==> config.mk <==
export PLATFORM = sky130hd
export DESIGN_NAME = stopwatch_ctrl
export DESIGN_NICKNAME = d
export VERILOG_FILES = /design/src/rtl/stopwatch_ctrl.sv
export SDC_FILE = /design/constraint.sdc
export NUM_CORES = 1
export LEC_CHECK = 0
export CELL_PAD_IN_SITES_DETAIL_PLACEMENT = 0
export CELL_PAD_IN_SITES_GLOBAL_PLACEMENT = 1
export CORE_MARGIN = 2
export CORE_UTILIZATION = 43
export CTS_CLUSTER_SIZE = 28
export DETAILED_ROUTE_END_ITERATION = 7
export GPL_ROUTABILITY_DRIVEN = 0
export GPL_TIMING_DRIVEN = 0
export PLACE_DENSITY_LB_ADDON = 0.1
export SLEW_MARGIN = 20
export SYNTH_ARGS = -nofsm -noshare
export SYNTH_HDL_FRONTEND = slang
export SYNTH_SLANG_ARGS = --single-unit
==> constraint.sdc <==
create_clock -name clk -period 4.1 [get_ports clk]
set_clock_uncertainty 0.15 [all_clocks]
set_input_delay 0.41 -clock clk [delete_from_list [all_inputs] [get_ports clk]]
set_output_delay 0.41 -clock clk [all_outputs]
set_load 0.1 [all_outputs]
==> src/rtl/stopwatch_ctrl.sv <==
// ---------------------------------------------------------------------------
// stopwatch_ctrl
//   BCD stopwatch / countdown timer controller (MM:SS.CC).
//   Owns the run/pause/lap/expire state machine, the centisecond prescaler
//   (TICK_DIV ms ticks per centisecond) and the BCD time datapath.
//
// Optional feature macro: STOPWATCH_LAP_EN
//   defined   : LAP state, lap latch and lap_active are present.
//   undefined : btn_lap ignored, lap_active tied 0, display always live.
//
// Ports
//   clk        in   system clock
//   rst        in   asynchronous active-high reset
//   ms_tick    in   1-cycle pulse every 1 ms
//   btn_ss     in   start/stop pulse
//   btn_clr    in   clear pulse
//   btn_lap    in   lap / resume-display pulse
//   mode       in   0 = count up, 1 = count down (sampled only in IDLE)
//   disp_min   out  BCD minutes shown
//   disp_sec   out  BCD seconds shown
//   disp_cs    out  BCD centiseconds shown
//   running    out  high in RUN and LAP
//   lap_active out  high in LAP
//   expired    out  1-cycle pulse when the countdown reaches 00:00.00
//   overflow   out  1-cycle pulse on up-count wrap 59:59.99 -> 00:00.00
// ---------------------------------------------------------------------------
module stopwatch_ctrl #(
    parameter int         TICK_DIV   = 10,
    parameter logic [7:0] PRESET_MIN = 8'h01,
    parameter logic [7:0] PRESET_SEC = 8'h00
) (
    input  logic       clk,
    input  logic       rst,
    input  logic       ms_tick,
    input  logic       btn_ss,
    input  logic       btn_clr,
    input  logic       btn_lap,
    input  logic       mode,
    output logic [7:0] disp_min,
    output logic [7:0] disp_sec,
    output logic [7:0] disp_cs,
    output logic       running,
    output logic       lap_active,
    output logic       expired,
    output logic       overflow
);

    typedef enum logic [2:0] {
        ST_IDLE  = 3'd0,
        ST_RUN   = 3'd1,
        ST_PAUSE = 3'd2,
        ST_LAP   = 3'd3,
        ST_DONE  = 3'd4
    } state_t;

    localparam logic [7:0] TICK_LAST = 8'(TICK_DIV - 1);

    // Two-digit BCD increment; bit 8 is the carry out of the field.
    function automatic logic [8:0] bcd2_inc(input logic [7:0] v, input logic [3:0] tens_max);
        logic [8:0] r;
        if (v[3:0] != 4'd9) begin
            r = {1'b0, v[7:4], v[3:0] + 4'd1};
        end else if (v[7:4] != tens_max) begin
            r = {1'b0, v[7:4] + 4'd1, 4'd0};
        end else begin
            r = {1'b1, 8'h00};
        end
        return r;
    endfunction

    // Two-digit BCD decrement; bit 8 is the borrow out of the field.
    function automatic logic [8:0] bcd2_dec(input logic [7:0] v, input logic [3:0] tens_max);
        logic [8:0] r;
        if (v[3:0] != 4'd0) begin
            r = {1'b0, v[7:4], v[3:0] - 4'd1};
        end else if (v[7:4] != 4'd0) begin
            r = {1'b0, v[7:4] - 4'd1, 4'd9};
        end else begin
            r = {1'b1, tens_max, 4'd9};
        end
        return r;
    endfunction

    // {min,sec,cs} + 1 centisecond; bit 24 flags the 59:59.99 wrap.
    function automatic logic [24:0] cnt_up(input logic [23:0] c);
        logic [8:0]  cs_v;
        logic [8:0]  sec_v;
        logic [8:0]  min_v;
        logic [23:0] r;
        cs_v     = bcd2_inc(c[7:0], 4'd9);
        sec_v    = bcd2_inc(c[15:8], 4'd5);
        min_v    = bcd2_inc(c[23:16], 4'd5);
        r[7:0]   = cs_v[7:0];
        r[15:8]  = cs_v[8] ? sec_v[7:0] : c[15:8];
        r[23:16] = (cs_v[8] && sec_v[8]) ? min_v[7:0] : c[23:16];
        return {cs_v[8] & sec_v[8] & min_v[8], r};
    endfunction

    // {min,sec,cs} - 1 centisecond, saturating at zero; bit 24 flags expiry.
    function automatic logic [24:0] cnt_down(input logic [23:0] c);
        logic [8:0]  cs_v;
        logic [8:0]  sec_v;
        logic [8:0]  min_v;
        logic [23:0] r;
        logic        was_zero;
        was_zero = (c == 24'h000000);
        cs_v     = bcd2_dec(c[7:0], 4'd9);
        sec_v    = bcd2_dec(c[15:8], 4'd5);
        min_v    = bcd2_dec(c[23:16], 4'd5);
        r[7:0]   = cs_v[7:0];
        r[15:8]  = cs_v[8] ? sec_v[7:0] : c[15:8];
        r[23:16] = (cs_v[8] && sec_v[8]) ? min_v[7:0] : c[23:16];
        return {was_zero | (r == 24'h000000), was_zero ? 24'h000000 : r};
    endfunction

    // Counter value loaded on clear / mode change.
    function automatic logic [23:0] preset_val(input logic m);
        return m ? {PRESET_MIN, PRESET_SEC, 8'h00} : 24'h000000;
    endfunction

    state_t      state_r;
    state_t      state_n;
    logic        mode_q_r;
    logic        mode_q_n;
    logic [7:0]  presc_r;
    logic [7:0]  presc_n;
    logic [23:0] cnt_r;
    logic [23:0] cnt_n;
    logic [24:0] up_s;
    logic [24:0] dn_s;
    logic [23:0] cnt_step_s;
    logic        step_s;
    logic        expire_s;
    logic        ovf_s;
    logic [23:0] disp_n;
    logic [23:0] disp_r;
    logic        running_r;
    logic        expired_r;
    logic        overflow_r;
`ifdef STOPWATCH_LAP_EN
    logic [23:0] lap_r;
    logic [23:0] lap_n;
    logic        lap_active_r;
`endif

    // Next-state, prescaler and BCD datapath; the step is resolved before buttons.
    always_comb begin
        state_n    = state_r;
        mode_q_n   = mode_q_r;
        presc_n    = presc_r;
        cnt_n      = cnt_r;
        step_s     = 1'b0;
        expire_s   = 1'b0;
        ovf_s      = 1'b0;
        cnt_step_s = cnt_r;
        up_s       = cnt_up(cnt_r);
        dn_s       = cnt_down(cnt_r);
`ifdef STOPWATCH_LAP_EN
        lap_n      = lap_r;
`endif

        if (state_r == ST_IDLE) begin
            mode_q_n = mode;
        end else begin
            mode_q_n = mode_q_r;
        end

        if (((state_r == ST_RUN) || (state_r == ST_LAP)) && ms_tick) begin
            if (presc_r == TICK_LAST) begin
                presc_n = 8'd0;
                step_s  = 1'b1;
            end else begin
                presc_n = presc_r + 8'd1;
                step_s  = 1'b0;
            end
        end else begin
            presc_n = presc_r;
            step_s  = 1'b0;
        end

        if (mode_q_r) begin
            cnt_step_s = dn_s[23:0];
            expire_s   = step_s & dn_s[24];
        end else begin
            cnt_step_s = up_s[23:0];
            ovf_s      = step_s & up_s[24];
        end

        // IDLE and stepping are exclusive, so the mode re-preset never races a step.
        if ((state_r == ST_IDLE) && (mode != mode_q_r)) begin
            cnt_n = preset_val(mode);
        end else if (step_s) begin
            cnt_n = cnt_step_s;
        end else begin
            cnt_n = cnt_r;
        end

        if (btn_clr) begin
            state_n  = ST_IDLE;
            presc_n  = 8'd0;
            cnt_n    = preset_val(mode_q_n);
            expire_s = 1'b0;
            ovf_s    = 1'b0;
`ifdef STOPWATCH_LAP_EN
            lap_n    = 24'h000000;
`endif
        end else if (expire_s) begin
            state_n = ST_DONE;
        end else begin
            case (state_r)
                ST_IDLE: begin
                    if (btn_ss && !(mode_q_r && (cnt_r == 24'h000000))) begin
                        state_n = ST_RUN;
                    end else begin
                        state_n = ST_IDLE;
                    end
                end
                ST_RUN: begin
                    if (btn_ss) begin
                        state_n = ST_PAUSE;
`ifdef STOPWATCH_LAP_EN
                    end else if (btn_lap) begin
                        state_n = ST_LAP;
                        lap_n   = cnt_n;
`endif
                    end else begin
                        state_n = ST_RUN;
                    end
                end
                ST_PAUSE: begin
                    if (btn_ss) begin
                        state_n = ST_RUN;
                    end else begin
                        state_n = ST_PAUSE;
                    end
                end
                ST_LAP: begin
                    if (btn_ss) begin
                        state_n = ST_PAUSE;
`ifdef STOPWATCH_LAP_EN
                    end else if (btn_lap) begin
                        state_n = ST_RUN;
`endif
                    end else begin
                        state_n = ST_LAP;
                    end
                end
                ST_DONE: begin
                    state_n = ST_DONE;
                end
                default: begin
                    state_n = ST_IDLE;
                end
            endcase
        end

`ifdef STOPWATCH_LAP_EN
        if (state_n == ST_LAP) begin
            disp_n = lap_n;
        end else begin
            disp_n = cnt_n;
        end
`else
        disp_n = cnt_n;
`endif
    end

    // Control state, sampled mode, prescaler and live counter.
    always_ff @(posedge clk or posedge rst) begin
        if (rst) begin
            state_r  <= ST_IDLE;
            mode_q_r <= 1'b0;
            presc_r  <= 8'd0;
            cnt_r    <= 24'h000000;
        end else begin
            state_r  <= state_n;
            mode_q_r <= mode_q_n;
            presc_r  <= presc_n;
            cnt_r    <= cnt_n;
        end
    end

    // Registered outputs, loaded from the post-update values so every output
    // reflects the same cycle's step and transition.
    always_ff @(posedge clk or posedge rst) begin
        if (rst) begin
            disp_r     <= 24'h000000;
            running_r  <= 1'b0;
            expired_r  <= 1'b0;
            overflow_r <= 1'b0;
        end else begin
            disp_r     <= disp_n;
            running_r  <= (state_n == ST_RUN) || (state_n == ST_LAP);
            expired_r  <= expire_s;
            overflow_r <= ovf_s;
        end
    end

`ifdef STOPWATCH_LAP_EN
    // Lap latch and lap indicator.
    always_ff @(posedge clk or posedge rst) begin
        if (rst) begin
            lap_r        <= 24'h000000;
            lap_active_r <= 1'b0;
        end else begin
            lap_r        <= lap_n;
            lap_active_r <= (state_n == ST_LAP);
        end
    end

    assign lap_active = lap_active_r;
`else
    assign lap_active = 1'b0;
`endif

    assign disp_min = disp_r[23:16];
    assign disp_sec = disp_r[15:8];
    assign disp_cs  = disp_r[7:0];
    assign running  = running_r;
    assign expired  = expired_r;
    assign overflow = overflow_r;

endmodule

==> impl_metrics.json, run 1 <==
{
  "dr.first_iter.drc_count": 203,
  "required_ps": 4080,
  "timing.max_slew.rel_slack_pct": 34.0,
  "synth_edf_count": 0,
  "arrival_ps": 3560,
  "cts_tree": "yes",
  "clk_pin_slew_ps": 80,
  "finalCritPeriodShare_pct": 87.3,
  "critical_path_buf_inv_count": 2,
  "worst-path-max-fanout": 8,
  "max_freq_ghz": 0.279,
  "synth_warnings": 0,
  "ant_nets": 0,
  "grt_pass1_vias": 2969,
  "critical-path-top-delay-family": "simple AND/OR/NAND/NOR gates",
  "cts_made_buffers": 5,
  "synthesis.area_um2": 3240,
  "ys_ff_latch": 39,
  "rsz0062_at_grt": "no",
  "drv_cap": 0,
  "port_buffers": 32,
  "clockRootBuffer": "clkbuf_8",
  "grt_max_degree": 21,
  "vias": 3120,
  "yosysTopAreaCell": "dfrtp_1",
  "initial_utilization_pct": 44.5,
  "worst_pin_slew_ps": 987,
  "clock_path_buffers": 2,
  "die_w_um": 90.9,
  "whs_ps": 288,
  "grt.total_usage_pct": 22.2,
  "nNetsFinal": 471,
  "synthesis.instances": 403,
  "setup_viol_count_final": 0,
  "ys_seq_area_share_pct": 30.1,
  "die_area_um2": 8260,
  "wl_per_cell_um": 16.4,
  "dp_cells": 535,
  "post-route-drc-count": 0,
  "yosys_most_used_dff": "dfrtp_1",
  "first_pass_iters": 4,
  "cts_max_level": 2,
  "totalPowerFinal_uw": 1530,
  "path_cells": "clkbuf_1 -> inv_1 -> ha_1 -> or3b_1 -> nor4_2 -> and4b_1 -> nor3_2 -> o41ai_2 -> a2111oi_0",
  "power_leakage_uw": 0.00160,
  "slowest_delay_ps": 620,
  "fin_tns_setup_ps": 0,
  "start_kind": "register",
  "grt_pass1_wl_um": 15000,
  "insertion_delay_ps": 290,
  "cts_setup_buffers": 0,
  "diodes": 0,
  "area_delta_synth_final_pct": 18.6,
  "num_rows": 31,
  "yosys-top-cells-area": "dfrtp_1 (30%), ha_1 (8.1%), nand2_1 (5.6%), o21ai_0 (5.4%), nor2_1 (3.5%)",
  "hold_viol": 0,
  "period_minus_slack_ps": 3580,
  "antenna_found_initial": 0,
  "ir_drop_uv": 205,
  "coreArea_um2": 7290,
  "io_pins": 35,
  "ys_types": 65,
  "avgSynthCellArea_um2": 8.05,
  "cts_resized": 0,
  "dp_hpwl_um": 6570,
  "synth_top_cell_area_share_pct": 30.1,
  "drv_slew": 0,
  "drive_gt1_share_pct": 5.41,
  "synth-async-reset-ratio_pct": 100,
  "power.density_nw_per_um2": 396,
  "fin_cells": 543,
  "status": "finished, final reports clean",
  "critPathKind": "register to register",
  "cts_hold_buf": 0,
  "most-common-layout-cells": "nand2_1 (48), dfrtp_1 (39), o21ai_0 (35)",
  "slowest_stage": "o41ai_2",
  "vias_per_cell": 5.75,
  "grt_overflow": 0,
  "endpoint_kind": "register",
  "hold_path_class": "input pin to async pin",
  "drt_wl_total_um": 8930,
  "cts.sinks": 39,
  "fill_cells": 752,
  "die_h_um": 90.9,
  "final_common_cell": "nand2_1",
  "syn_nets": 431
}
power by group:
group / leakage (µW) / internal [µW] / switching [µW]
sequential: 0.000537 / 406 / 26.1
clock: 0.0000654 / 243 / 145
combinational: 0.00100 / 219 / 486
per-stage QoR:
stage / util [%] / worst slack [ps] / instance area, µm²
finish: 52.8 / 521 / 3850
global route: 52.8 / 344 / 3850
CTS: 52.8 / 542 / 3850
detailed placement: 51.0 / 565 / 3720
global placement: 50.6 / 632 / 3690
floorplan: - / 642 / 3240
sequential cells by signal (all words and copies together), names as in the netlist:
signal / cells
state_r: 3
disp_r: 24
overflow: 1
mode_q_r: 1
presc_r: 8
expired: 1
running: 1
layer usage:
metal  track usage, %  vias up  wire length, µm
li1                 -     1547                -
met1             32.7     1499             4470
met2             35.0       67             4040
met3             2.67        7              304
met4             5.30        0              108
met5                0        -                0
synthesized netlist by cell type, types with 2 or more instances:
| cell type | count |
|---|---|
| o21ai_0 | 35 |
| or3_1 | 6 |
| nand2b_1 | 4 |
| nand4_1 | 6 |
| or3b_1 | 4 |
| o22ai_1 | 3 |
| o211ai_1 | 4 |
| nor2b_1 | 3 |
| nor3_2 | 2 |
| o32a_1 | 3 |
| clkbuf_1 | 14 |
| xor2_1 | 7 |
| a22oi_1 | 4 |
| nor4_1 | 3 |
| buf_2 | 2 |
| xnor2_1 | 9 |
| mux2i_1 | 6 |
| o31ai_1 | 6 |
| nand4b_1 | 2 |
| nor2_1 | 30 |
| dfrtp_1 | 39 |
| a21oi_1 | 20 |
| a2111oi_0 | 5 |
| o21bai_1 | 3 |
| a22o_1 | 3 |
| buf_6 | 2 |
| nor3b_1 | 5 |
| a32oi_1 | 2 |
| nand3b_1 | 5 |
| nand2_1 | 48 |
| and2_1 | 3 |
| and3b_1 | 4 |
| ha_1 | 21 |
| nor3_1 | 17 |
| inv_1 | 21 |
| and3_1 | 4 |
| or3b_2 | 2 |
| nand3_1 | 12 |
| or4_1 | 2 |
| a211oi_1 | 4 |
| a31oi_1 | 3 |
| o21a_1 | 2 |
final timing paths:
path | from | to | slack (ps) | cells after the start
max | disp_r[4] | state_r[0] | 520 | 9
min | rst | presc_r[1] | 290 | 2
max reg2reg | disp_r[4] | state_r[0] | 520 | 9
min reg2reg | presc_r[5] | presc_r[5] | 420 | 2
max in group asynchronous | rst | disp_r[11] | 3040 | 3
min in group clk | presc_r[5] | presc_r[5] | 420 | 2
area by class of cell:
type	count	area, µm²	share of cell area (%)
multi-input combinational	323	2090	54.4
clock inverter	2	60.1	1.56
sequential	39	976	25.4
inverter	21	78.8	2.05
tap	99	124	3.22
clock buffer	6	72.6	1.89
buffer	20	96.3	2.50
timing repair buffer	33	348	9.04
cell families after synthesis:
kind of cell,after synthesis,synth area share [%]
AOI/OAI and AO/OA,107,21.4
xor gates and xnor gates,16,4.32
adders and majority gates,21,8.10
buffers and inverters,41,5.40
DFF,39,30.1
muxes,6,1.85
other,1,0.116
and+or+nand+nor,172,28.7
Power figures use the tool's default switching activity.
==> inputs of run 2 (changes only) <==
Settings changed: SKIP_CTS_REPAIR_TIMING set to 1.
==> results of run 2 <==
The final DEF is identical to that of run 1; final timing and power are the same.
